File: src/rtl/spi_des_pkg.sv
// rtl/spi_des_pkg.sv - opcodes, state encoding and status byte layout for spi_des_ctrl
package spi_des_pkg;

  localparam logic [7:0] CMD_KEY  = 8'hA1;
  localparam logic [7:0] CMD_ENC  = 8'hA2;
  localparam logic [7:0] CMD_DEC  = 8'hA3;
  localparam logic [7:0] CMD_READ = 8'hA4;
  localparam logic [7:0] CMD_STAT = 8'hA5;

  localparam int TIMEOUT_CYCLES = 4096;

  localparam logic [2:0] S_IDLE     = 3'd0;
  localparam logic [2:0] S_RX_KEY   = 3'd1;
  localparam logic [2:0] S_RX_DATA  = 3'd2;
  localparam logic [2:0] S_START    = 3'd3;
  localparam logic [2:0] S_WAIT_DES = 3'd4;
  localparam logic [2:0] S_TX_RES   = 3'd5;
  localparam logic [2:0] S_DRAIN    = 3'd6;

  localparam logic [3:0] STAT_SIG = 4'h5;
  localparam int STAT_BUSY_BIT = 7;
  localparam int STAT_RES_BIT  = 6;
  localparam int STAT_KEY_BIT  = 5;
  localparam int STAT_ERR_BIT  = 4;

  function automatic logic [7:0] status_byte(input logic busy, input logic res_valid,
                                             input logic key_valid, input logic err);
    logic [7:0] s;
    s = {4'h0, STAT_SIG};
    s[STAT_BUSY_BIT] = busy;
    s[STAT_RES_BIT]  = res_valid;
    s[STAT_KEY_BIT]  = key_valid;
    s[STAT_ERR_BIT]  = err;
    return s;
  endfunction

endpackage

File: src/rtl/spi_des_ctrl_evt_sync.sv
// rtl/spi_des_ctrl_evt_sync.sv - spi_evt_sync: 2-flop synchroniser with registered rising-edge pulse
module spi_evt_sync #(
  parameter logic RST_VAL = 1'b0
) (
  input  logic clk_i,
  input  logic rst_n_i,
  input  logic async_i,
  output logic level_o,
  output logic rise_o
);

  logic [1:0] sync_q;
  logic       prev_q;
  logic       rise_q;

  // Edge pulse is registered so every event lands 3 CLK after the input edge.
  always_ff @(posedge clk_i or negedge rst_n_i) begin
    if (!rst_n_i) begin
      sync_q <= {2{RST_VAL}};
      prev_q <= RST_VAL;
      rise_q <= 1'b0;
    end else begin
      sync_q <= {sync_q[0], async_i};
      prev_q <= sync_q[1];
      rise_q <= sync_q[1] & ~prev_q;
    end
  end

  assign level_o = sync_q[1];
  assign rise_o  = rise_q;

endmodule

File: src/rtl/spi_des_ctrl.sv
// rtl/spi_des_ctrl.sv - SPI command sequencer for the DES engine; SPI_CTRL_TIMEOUT_EN adds a stalled-frame abort
module spi_des_ctrl
  import spi_des_pkg::*;
(
  input  logic        CLK,
  input  logic        RST_N,
  input  logic        CS,
  input  logic [7:0]  recdata,
  input  logic        recflag,
  input  logic        senflag,
  output logic [7:0]  sendata,
  output logic        des_start,
  output logic        des_decrypt,
  output logic [63:0] des_key,
  output logic [63:0] des_din,
  input  logic [63:0] des_dout,
  input  logic        des_done,
  output logic        busy
);

  logic cs_lvl, cs_rise, rx_lvl, rx_ev, tx_lvl, tx_ev;

  spi_evt_sync #(.RST_VAL(1'b1)) u_cs_sync (
    .clk_i(CLK), .rst_n_i(RST_N), .async_i(CS), .level_o(cs_lvl), .rise_o(cs_rise)
  );
  spi_evt_sync #(.RST_VAL(1'b0)) u_rx_sync (
    .clk_i(CLK), .rst_n_i(RST_N), .async_i(recflag), .level_o(rx_lvl), .rise_o(rx_ev)
  );
  spi_evt_sync #(.RST_VAL(1'b0)) u_tx_sync (
    .clk_i(CLK), .rst_n_i(RST_N), .async_i(senflag), .level_o(tx_lvl), .rise_o(tx_ev)
  );

  logic        unused_lvl;
  assign unused_lvl = ^{rx_lvl, tx_lvl, cs_lvl};

  logic [2:0]  state_q, state_d;
  logic [3:0]  idx_q, idx_d;
  logic [63:0] stage_q, stage_d;
  logic [63:0] key_q, key_d;
  logic [63:0] din_q, din_d;
  logic [63:0] res_q, res_d;
  logic        dec_q, dec_d;
  logic        pend_dec_q, pend_dec_d;
  logic        busy_q, busy_d;
  logic        key_valid_q, key_valid_d;
  logic        res_valid_q, res_valid_d;
  logic        err_q, err_d;
  logic [7:0]  send_q, send_d;

  logic [63:0] stage_shift;
  logic [63:0] res_sh;
  logic [7:0]  status;

  assign stage_shift = {stage_q[55:0], recdata};
  assign res_sh      = res_q << {idx_q[2:0], 3'b000};
  assign status      = status_byte(busy_q, res_valid_q, key_valid_q, err_q);

`ifdef SPI_CTRL_TIMEOUT_EN
  logic [15:0] tmo_q, tmo_d;
  logic        tmo_run;
  assign tmo_run = !cs_lvl && (state_q != S_WAIT_DES) && (state_q != S_START) && (state_q != S_IDLE);
`endif

  always_ff @(posedge CLK or negedge RST_N) begin
    if (!RST_N) begin
      state_q     <= S_IDLE;
      idx_q       <= 4'd0;
      stage_q     <= 64'd0;
      key_q       <= 64'd0;
      din_q       <= 64'd0;
      res_q       <= 64'd0;
      dec_q       <= 1'b0;
      pend_dec_q  <= 1'b0;
      busy_q      <= 1'b0;
      key_valid_q <= 1'b0;
      res_valid_q <= 1'b0;
      err_q       <= 1'b0;
      send_q      <= status_byte(1'b0, 1'b0, 1'b0, 1'b0);
`ifdef SPI_CTRL_TIMEOUT_EN
      tmo_q       <= 16'd0;
`endif
    end else begin
      state_q     <= state_d;
      idx_q       <= idx_d;
      stage_q     <= stage_d;
      key_q       <= key_d;
      din_q       <= din_d;
      res_q       <= res_d;
      dec_q       <= dec_d;
      pend_dec_q  <= pend_dec_d;
      busy_q      <= busy_d;
      key_valid_q <= key_valid_d;
      res_valid_q <= res_valid_d;
      err_q       <= err_d;
      send_q      <= send_d;
`ifdef SPI_CTRL_TIMEOUT_EN
      tmo_q       <= tmo_d;
`endif
    end
  end

  always_comb begin
    state_d     = state_q;
    idx_d       = idx_q;
    stage_d     = stage_q;
    key_d       = key_q;
    din_d       = din_q;
    res_d       = res_q;
    dec_d       = dec_q;
    pend_dec_d  = pend_dec_q;
    busy_d      = busy_q;
    key_valid_d = key_valid_q;
    res_valid_d = res_valid_q;
    err_d       = err_q;
    send_d      = send_q;
`ifdef SPI_CTRL_TIMEOUT_EN
    tmo_d       = (tmo_run && !rx_ev) ? tmo_q + 16'd1 : 16'd0;
`endif

    if (cs_rise && state_q != S_START && state_q != S_WAIT_DES) begin
      state_d = S_IDLE;
      idx_d   = 4'd0;
      stage_d = 64'd0;
    end else begin
      case (state_q)
        S_IDLE: begin
          if (rx_ev) begin
            idx_d = 4'd0;
            case (recdata)
              CMD_KEY: state_d = S_RX_KEY;
              CMD_ENC, CMD_DEC: begin
                if (key_valid_q && !busy_q) begin
                  state_d    = S_RX_DATA;
                  pend_dec_d = (recdata == CMD_DEC);
                end else begin
                  err_d   = 1'b1;
                  state_d = S_DRAIN;
                end
              end
              CMD_READ: begin
                if (!res_valid_q) err_d = 1'b1;
                state_d = S_TX_RES;
              end
              CMD_STAT: begin
                err_d   = 1'b0;
                state_d = S_DRAIN;
              end
              default: begin
                err_d   = 1'b1;
                state_d = S_DRAIN;
              end
            endcase
          end
        end
        S_RX_KEY: begin
          if (rx_ev) begin
            stage_d = stage_shift;
            idx_d   = idx_q + 4'd1;
            if (idx_q == 4'd7) begin
              key_d       = stage_shift;
              key_valid_d = 1'b1;
              idx_d       = 4'd0;
              state_d     = S_DRAIN;
            end
          end
        end
        S_RX_DATA: begin
          if (rx_ev) begin
            stage_d = stage_shift;
            idx_d   = idx_q + 4'd1;
            // busy rises on entry to START so it is already high alongside des_start.
            if (idx_q == 4'd7) begin
              din_d       = stage_shift;
              dec_d       = pend_dec_q;
              busy_d      = 1'b1;
              res_valid_d = 1'b0;
              idx_d       = 4'd0;
              state_d     = S_START;
            end
          end
        end
        S_START: state_d = S_WAIT_DES;
        S_WAIT_DES: begin
          if (des_done) begin
            res_d       = des_dout;
            res_valid_d = 1'b1;
            busy_d      = 1'b0;
            state_d     = S_IDLE;
          end
        end
        S_TX_RES: begin
          // The last result byte stays in sendata until the following senflag,
          // which is when the slave has shifted it out.
          if (tx_ev) begin
            if (idx_q == 4'd8) begin
              idx_d   = 4'd0;
              state_d = S_DRAIN;
            end else begin
              send_d = res_sh[63:56];
              idx_d  = idx_q + 4'd1;
            end
          end
        end
        S_DRAIN: state_d = S_DRAIN;
        default: state_d = S_IDLE;
      endcase
`ifdef SPI_CTRL_TIMEOUT_EN
      if (tmo_run && !rx_ev && tmo_q == 16'(TIMEOUT_CYCLES - 1)) begin
        err_d   = 1'b1;
        idx_d   = 4'd0;
        state_d = S_DRAIN;
        tmo_d   = 16'd0;
      end
`endif
    end

    if (state_q != S_TX_RES) send_d = status;
  end

  always_comb begin
    des_start   = (state_q == S_START);
    des_decrypt = dec_q;
    des_key     = key_q;
    des_din     = din_q;
    busy        = busy_q;
    sendata     = send_q;
  end

endmodule
File: config.mk
export PLATFORM = sky130hd
export DESIGN_NAME = spi_des_ctrl
export DESIGN_NICKNAME = d
export VERILOG_FILES = /design/src/rtl/spi_des_pkg.sv /design/src/rtl/spi_des_ctrl_evt_sync.sv /design/src/rtl/spi_des_ctrl.sv
export SDC_FILE = /design/constraint.sdc
export NUM_CORES = 1
export LEC_CHECK = 0
export CORE_MARGIN = 5
export CORE_UTILIZATION = 50
export DETAILED_ROUTE_END_ITERATION = 10
export GPL_TIMING_DRIVEN = 0
export PLACE_DENSITY_LB_ADDON = 0.05
export SYNTH_ARGS = -nofsm -noshare
export SYNTH_HDL_FRONTEND = slang
export SYNTH_HIERARCHICAL = 1
export SYNTH_SLANG_ARGS = --single-unit
export TNS_END_PERCENT = 1
File: constraint.sdc
create_clock -name CLK -period 3.3 [get_ports CLK]
set_clock_uncertainty 0.15 [all_clocks]
set_input_delay 0.66 -clock CLK [delete_from_list [all_inputs] [get_ports CLK]]
set_output_delay 0.66 -clock CLK [all_outputs]
set_load 0.03 [all_outputs]
=== After elaboration in Yosys (flattened, before gate mapping) ===
Cells that the tools add are included.

* Word-level logic and storage cells: 125
* Output and inout port bits: 139
* Input bits: 78
* Register bits after elaboration: 281

* Shifts and indexed selects: 1
* Equal/unequal tests: 32
* $add $sub $neg: 1
* Muxes and demuxes: 38
* Reduce and logical (&&, ||, !) cells: 23
* Bitwise operators: 8

{| class="wikitable"
|+ Operators with widths
! operator !! number
|-
| 56-bit 2-to-1 mux || 3
|-
| 64-bit by 6-bit left shift with 64-bit output || 1
|-
| 8-bit == test, second input constant || 5
|-
| 8-bit 2-to-1 mux || 5
|-
| 3-bit 2-to-1 mux || 10
|-
| 4-bit 2-to-1 mux || 6
|-
| 3-bit case mux with 7 select lines || 1
|-
| 3-bit inequality test, second input constant || 6
|-
| 4-bit AND reduction || 4
|-
| 3-bit by 2-bit inequality test with 1-bit output, second input constant || 5
|-
| 4-bit case mux with 3 select lines || 1
|-
| 5-bit AND reduction || 2
|-
| 2-bit nonzero test || 5
|-
| 3-bit == test, second input constant || 3
|-
| 3-bit case mux with 3 select lines || 1
|-
| 1-bit 2-to-1 mux || 8
|-
| 2-bit inequality test, second input constant || 4
|-
| 8-bit AND reduction || 1
|-
| 3-bit by 2-bit == test with 1-bit output, second input constant || 2
|-
| 2-bit by 1-bit inequality test with 1-bit output, second input constant || 3
|-
| 6-bit AND reduction || 1
|-
| 1-bit NOT || 5
|-
| 4-bit by 1-bit adder with 4-bit output, second input constant || 1
|-
| 4-bit by 3-bit == test with 1-bit output, second input constant || 1
|-
| 13 further kinds || 19
|}

=== Depth between registers and ports, before layout ===
* Depth after elaboration: 7
* Mapped depth: 9
* Gate-level depth less buffers: 7

=== Hierarchy ===
The synthesis kept the hierarchy.

{| class="wikitable"
|+ Modules (own cells, without submodules)
! module !! area an instance (sq um) !! seq. area each (sq um) !! cells each !! times used
|-
| spi_des_ctrl || 11,091.9 || 6,734.0 || 714 || 1
|-
| spi_evt_sync (u_rx_sync ...) || 113.9 || 100.1 || 5 || 2
|-
| spi_evt_sync (u_cs_sync) || 117.6 || 103.8 || 5 || 1
|}

=== Worst setup path before layout ===
Ideal clock, no wire load.

* Path type: reg-to-reg
* From: reg idx_q[1]
* To: reg state_q[0]
* Clock period less this slack: 2.327 ns
* Setup time: 0.133 ns
* Path slack: 0.973 ns
* Data required time: 3.017 ns
* Path buffers: 2
* Arrival time: 2.044 ns
* Stages on the path, launching flop included: 10
* Cell sequence: dfrtp_1 > clkbuf_1 > buf_2 > inv_1 > ha_1 > and4b_1 > a2111o_1 > nand2_1 > mux2i_1 > nor2_1

* Cells in the longest elaborated chain, start to end: 3
* Elaborated cells on any way between the ends: 6
* Classes of those cells: eq/ne: 5; reduce/logical: 1

{| class="wikitable"
|+ Ends and longest elaborated chain
! item !! RTL line !! RTL
|-
| from (decl) || spi_des_ctrl.sv:37 || <nowiki>logic [3:0] idx_q, idx_d;</nowiki>
|-
| from (signal assigned) || spi_des_ctrl.sv:84 || <nowiki>idx_q <= idx_d;</nowiki>
|-
| 4-bit == test / 4-bit by 3-bit == test with 1-bit output (equally long branches) || spi_des_ctrl.sv:195, spi_des_ctrl.sv:159, spi_des_ctrl.sv:172 ||
|-
| 3-bit inequality test (no line) || -- ||
|-
| 8-bit AND reduction (no line) * || -- ||
|-
| to (signal assigned) || spi_des_ctrl.sv:83 || <nowiki>state_q <= state_d;</nowiki>
|-
| to (decl) || spi_des_ctrl.sv:36 || <nowiki>logic [2:0] state_q, state_d;</nowiki>
|}

Every way passes the cells marked *; elsewhere a longest branch is shown, timed or not.
A chain may end at the register's enable or synchronous reset.

=== Final worst setup path ===
* From: reg idx_q[1]
* To: reg send_q[4], in the netlist sendata[4]

* Cells in the longest elaborated chain, start to end: 6
* Elaborated cells on any way between the ends: 9
* Classes of those cells: eq/ne: 2; shift: 1; mux: 5; reduce/logical: 1

{| class="wikitable"
|+ Ends and longest elaborated chain
! item !! RTL line !! RTL
|-
| 64-bit by 6-bit left shift with 64-bit output || spi_des_ctrl.sv:55 || <nowiki>assign res_sh = res_q << {idx_q[2:0], 3'b000};</nowiki>
|-
| 8-bit 2-to-1 mux || spi_des_ctrl.sv:195 || <nowiki>if (idx_q == 4'd8) begin</nowiki>
|-
| 8-bit 2-to-1 mux || spi_des_ctrl.sv:194 || <nowiki>if (tx_ev) begin</nowiki>
|-
| 8-bit 2-to-1 mux || spi_des_ctrl.sv:125 || <nowiki>case (state_q)</nowiki>
|-
| 8-bit 2-to-1 mux || spi_des_ctrl.sv:120 || <nowiki>if (cs_rise && state_q != S_START && state_q != S_WAIT_DES) begin</nowiki>
|-
| 8-bit 2-to-1 mux || spi_des_ctrl.sv:217 || <nowiki>if (state_q != S_TX_RES) send_d = status;</nowiki>
|-
| to (signal assigned) || spi_des_ctrl.sv:78 || <nowiki>send_q <= status_byte(1'b0, 1'b0, 1'b0, 1'b0);</nowiki>
|-
| to (signal assigned) || spi_des_ctrl.sv:95 || <nowiki>send_q <= send_d;</nowiki>
|-
| to (decl) || spi_des_ctrl.sv:48 || <nowiki>logic [7:0] send_q, send_d;</nowiki>
|}

Several ways; a longest one is shown, not always the timed one. The select of a mux whose other input is x is not followed.

==> summary.txt <==
======================================================================================
Outcome                                                                   finished, final reports clean
Weighted congestion at the end of routability-driven global placement            0.871
Number of nets at the end of the flow                                            1,060
Cells on Worst Hold Path                                                             0
Cells along the critical path                                             clkbuf_1, buf_2, inv_1, ha_1, a311oi_2, clkbuf_1, o21ai_0, o21ai_0
Hold path start                                                           u_cs_sync/sync_q[0]
Via count of the routed design                                                   7,065
Worst-Margin Slew                                                             0.803 ns
First-pass iteration count of the detailed router                                    6
Grt ovf                                                                              0
Part of the Yosys area used for sequential elements                              61.5%
Clock tree sinks                                                                   281
Footprint of the flip-flops and latches                                   0.00704 sq mm
Overall Power                                                                  9.85 mW
All-Layer GR Usage                                                               20.8%
Critical Path RT                                                               3.59 ns
Horizontal extent of the die                                               161 microns
PD cells                                                                   655 mW/mm^2
Dominant cell by count in the synthesized netlist                              dfrtp_1
Category of the worst setup path capture point                               flip-flop
Post-layout instance count excluding filler cells                                1,290
Antenna violations before repair                                                     2
Setup-failing EPs final                                                              0
Wire length reported by the detailed router                                    27.0 mm
Number of enable-type register cells in the synthesized netlist                      0
Synth warnings                                                                       6
Number of synthesized register bits                                                281
Final standard cell area without fillers                                  0.0151 sq mm
Slowest cell delay on critical path                                            0.60 ns
Total placed cells including tap cells                                           1,232
Post-synth top area share                                                        60.4%
Clk_lat worst skew                                                             0.53 ns
Commonest cells in the netlist                                            dfrtp_1, mux2_2, a22o_1, mux2_4, nand2_1
Instance area at placement                                                0.0140 sq mm
Number of placed I/O pins                                                          217
CTS tree                                                                         built
Critical R2R Capture                                                        sendata[4]
Number of routed nets with antenna violations                                        0
Max stage delay cell, worst path                                              clkbuf_1
Core Footprint                                                            0.0226 sq mm
Die H                                                                      161 microns
Maxcap violations                                                                    0
Normalized max-slew margin                                                       45.8%
Post-route minimum period                                                      2.99 ns
Top FF cell, synth                                                             dfrtp_1
Peak fanout along the critical path                                                 10
Crit Path Class                                                             reg -> reg
Setup repair after global routing missed its margin                              false
Largest vdd supply drop                                                       0.463 mV
Number of clock buffers inserted by TritonCTS                                       30
Number of buffers between clock root and the deepest sink                            3
Worst flop-to-flop path startpoint                                            idx_q[1]
Register-to-Register Setup Slack                                               0.31 ns
Arrival time at the worst endpoint                                             3.28 ns
Final Hold Viols                                                                     0
Achievable clock frequency                                                   0.335 GHz
Post-DP HPWL                                                                   19.6 mm
Buffers on Ports                                                                   216
FFs w/ async S/R, synth                                                           100%
End point of the most critical hold path                                  u_cs_sync/sync_q[1]
Placement row count                                                                 55
Layout cells sized above 1                                                       29.5%
Wirelength per Cell                                                       20.9 microns
Number of cells on the worst reg-to-reg path                                         8
Drt initial violations                                                             386
Maximum number of pins on one net before global-route repair                       127
Number of distinct standard cells referenced by the synthesized netlist             54
LEAKAGE                                                                        7.01 nW
Final period util                                                                90.5%
Die footprint                                                             0.0260 sq mm
Number of vias per cell                                                           5.48
Number of DRC violations after detailed routing                                      0
Setup slack after layout                                                      0.312 ns
CTS Root Buffer Type                                                         clkbuf_16
Synth Instances                                                                    729
Clock transition at path regs                                                  0.05 ns
Global-route wire length before repair                                         43.5 mm
Post-synth top area cell                                                       dfrtp_1
Path category of the worst min-delay check                                  reg -> reg
Net Count, Synth                                                                   809
Critical Path Start Type                                                     flip-flop
P&R area growth vs syn                                                           31.6%
Max-slew violations                                                                  0
Setup slack at placement                                                      0.274 ns
H-tree depth                                                                         1
Total of cells resized after clock tree synthesis                                    0
Fill count                                                                       1,636
Netlist area before placement                                             0.0114 sq mm
Starting Density                                                                 50.7%
Area contributors post-synth                                              dfrtp_1, mux2_2, mux2_4, a22o_1, mux4_2
Vias in the first global route                                                   7,685
Post-synthesis average cell area                                            15.7 sq um
Footprint of the multi-input gates                                        0.00407 sq mm
======================================================================================
-- metrics by stage --
stage	setup TNS (ns)	util, %	hold slack (ns)
final	0	66.7	0.207
after global routing	0	66.7	0.212
after CTS	0	66.7	0.208
after detailed placement	0	62.1	0.196
after global placement	-2752.62	61.8	0.186
after floorplan	0	-	0.181
-- worst max-delay path, delay by kind of cell (launching register included) --
family          cells  cell delay, ns
buf+inv             4            1.45
fa+ha+maj           1            0.21
compound gates      3            0.74
flops               1            0.35
-- layout make-up --
cell class / count / share of cell area [%]
inverter: 7 / 0.175
clock inverter: 7 / 0.732
tap: 285 / 2.37
sequential: 281 / 46.8
timing repair buffer: 219 / 14.8
antenna: 2 / 0.0333
multi-input combinational: 396 / 27.0
buffer: 45 / 2.01
clock buffer: 48 / 6.04
-- power by group --
part | internal [mW] | switching (mW) | leakage [nW] | total (mW)
clock | 2.11 | 1.29 | 0.502 | 3.40
sequential | 3.99 | 0.352 | 3.70 | 4.34
combinational | 1.10 | 1.01 | 2.81 | 2.11
total | 7.20 | 2.66 | 7.01 | 9.85
-- sequential cells by signal (all words and copies together), names as in the netlist --
| register | cells |
|---|---|
| res_valid_q | 1 |
| u_rx_sync/sync_q | 2 |
| u_tx_sync/prev_q | 1 |
| key_valid_q | 1 |
| u_tx_sync/rise_o | 1 |
| des_key | 64 |
| res_q | 64 |
| des_decrypt | 1 |
| u_cs_sync/rise_o | 1 |
| sendata | 8 |
| u_rx_sync/prev_q | 1 |
| u_cs_sync/prev_q | 1 |
| u_rx_sync/rise_o | 1 |
| idx_q | 4 |
| state_q | 3 |
| u_cs_sync/sync_q | 2 |
| des_din | 64 |
| stage_q | 56 |
| pend_dec_q | 1 |
| err_q | 1 |
| busy | 1 |
| u_tx_sync/sync_q | 2 |
-- how the worst max path moves through the flow --
stage	startpoint	endpoint	slack [ns]	cells past startpoint
global route	idx_q[1]	sendata[7]	0.11	8
detailed placement	recdata[7]	pend_dec_q	0.27	5
floorplan	idx_q[1]	state_q[0]	0.97	9
finish	idx_q[1]	sendata[4]	0.31	8
CTS	idx_q[1]	sendata[4]	0.33	8
global placement	RST_N	des_key[7]	-9.88	1
-- cell usage in the layout, fill, tap and decap left out, drive strengths merged, types with 3 or more instances in the layout --
| cell | synthesis | routed |
|---|---|---|
| a211oi | 3 | 3 |
| a21oi | 6 | 6 |
| a22o | 57 | 57 |
| buf | 34 | 37 |
| bufinv | 0 | 3 |
| clkbuf | 11 | 59 |
| clkdlybuf4s50 | 0 | 215 |
| clkinv | 0 | 4 |
| dfrtp | 276 | 276 |
| dfstp | 5 | 5 |
| inv | 7 | 7 |
| mux2 | 194 | 194 |
| mux2i | 9 | 9 |
| mux4 | 16 | 16 |
| nand2 | 20 | 20 |
| nand2b | 4 | 4 |
| nand3 | 6 | 6 |
| nor2 | 18 | 18 |
| nor2b | 7 | 7 |
| nor3 | 7 | 7 |
| o21ai | 18 | 18 |
| or2 | 3 | 3 |
-- cells by family after synthesis --
logic type                 count (synthesis)  share of synthesized area [%]
muxes                                    219                           24.7
xor gates and xnor gates                   2                          0.153
DFF                                      281                           61.5
adders and majority gates                  2                          0.219
AOI/OAI and AO/OA                         95                           6.49
and+or+nand+nor                           78                           4.05
buffers and inverters                     52                           2.88
-- routing by layer --
| metal | routed length [microns] | vias up | global-route usage, % |
|---|---|---|---|
| met3 | 1260 | 38 | 3.29 |
| met1 | 11500 | 3656 | 28.5 |
| met4 | 559 | 0 | 5.12 |
| li1 | - | 3177 | - |
| met5 | 0 | - | 0 |
| met2 | 13700 | 194 | 35.4 |
-- timing repair --
action                    4_1_cts  5_1_grt
hold endpoints to repair       36        0
hold buffers                    1        0
buffers inserted                0        0
Note: power is estimated with default switching activity, not from simulation.
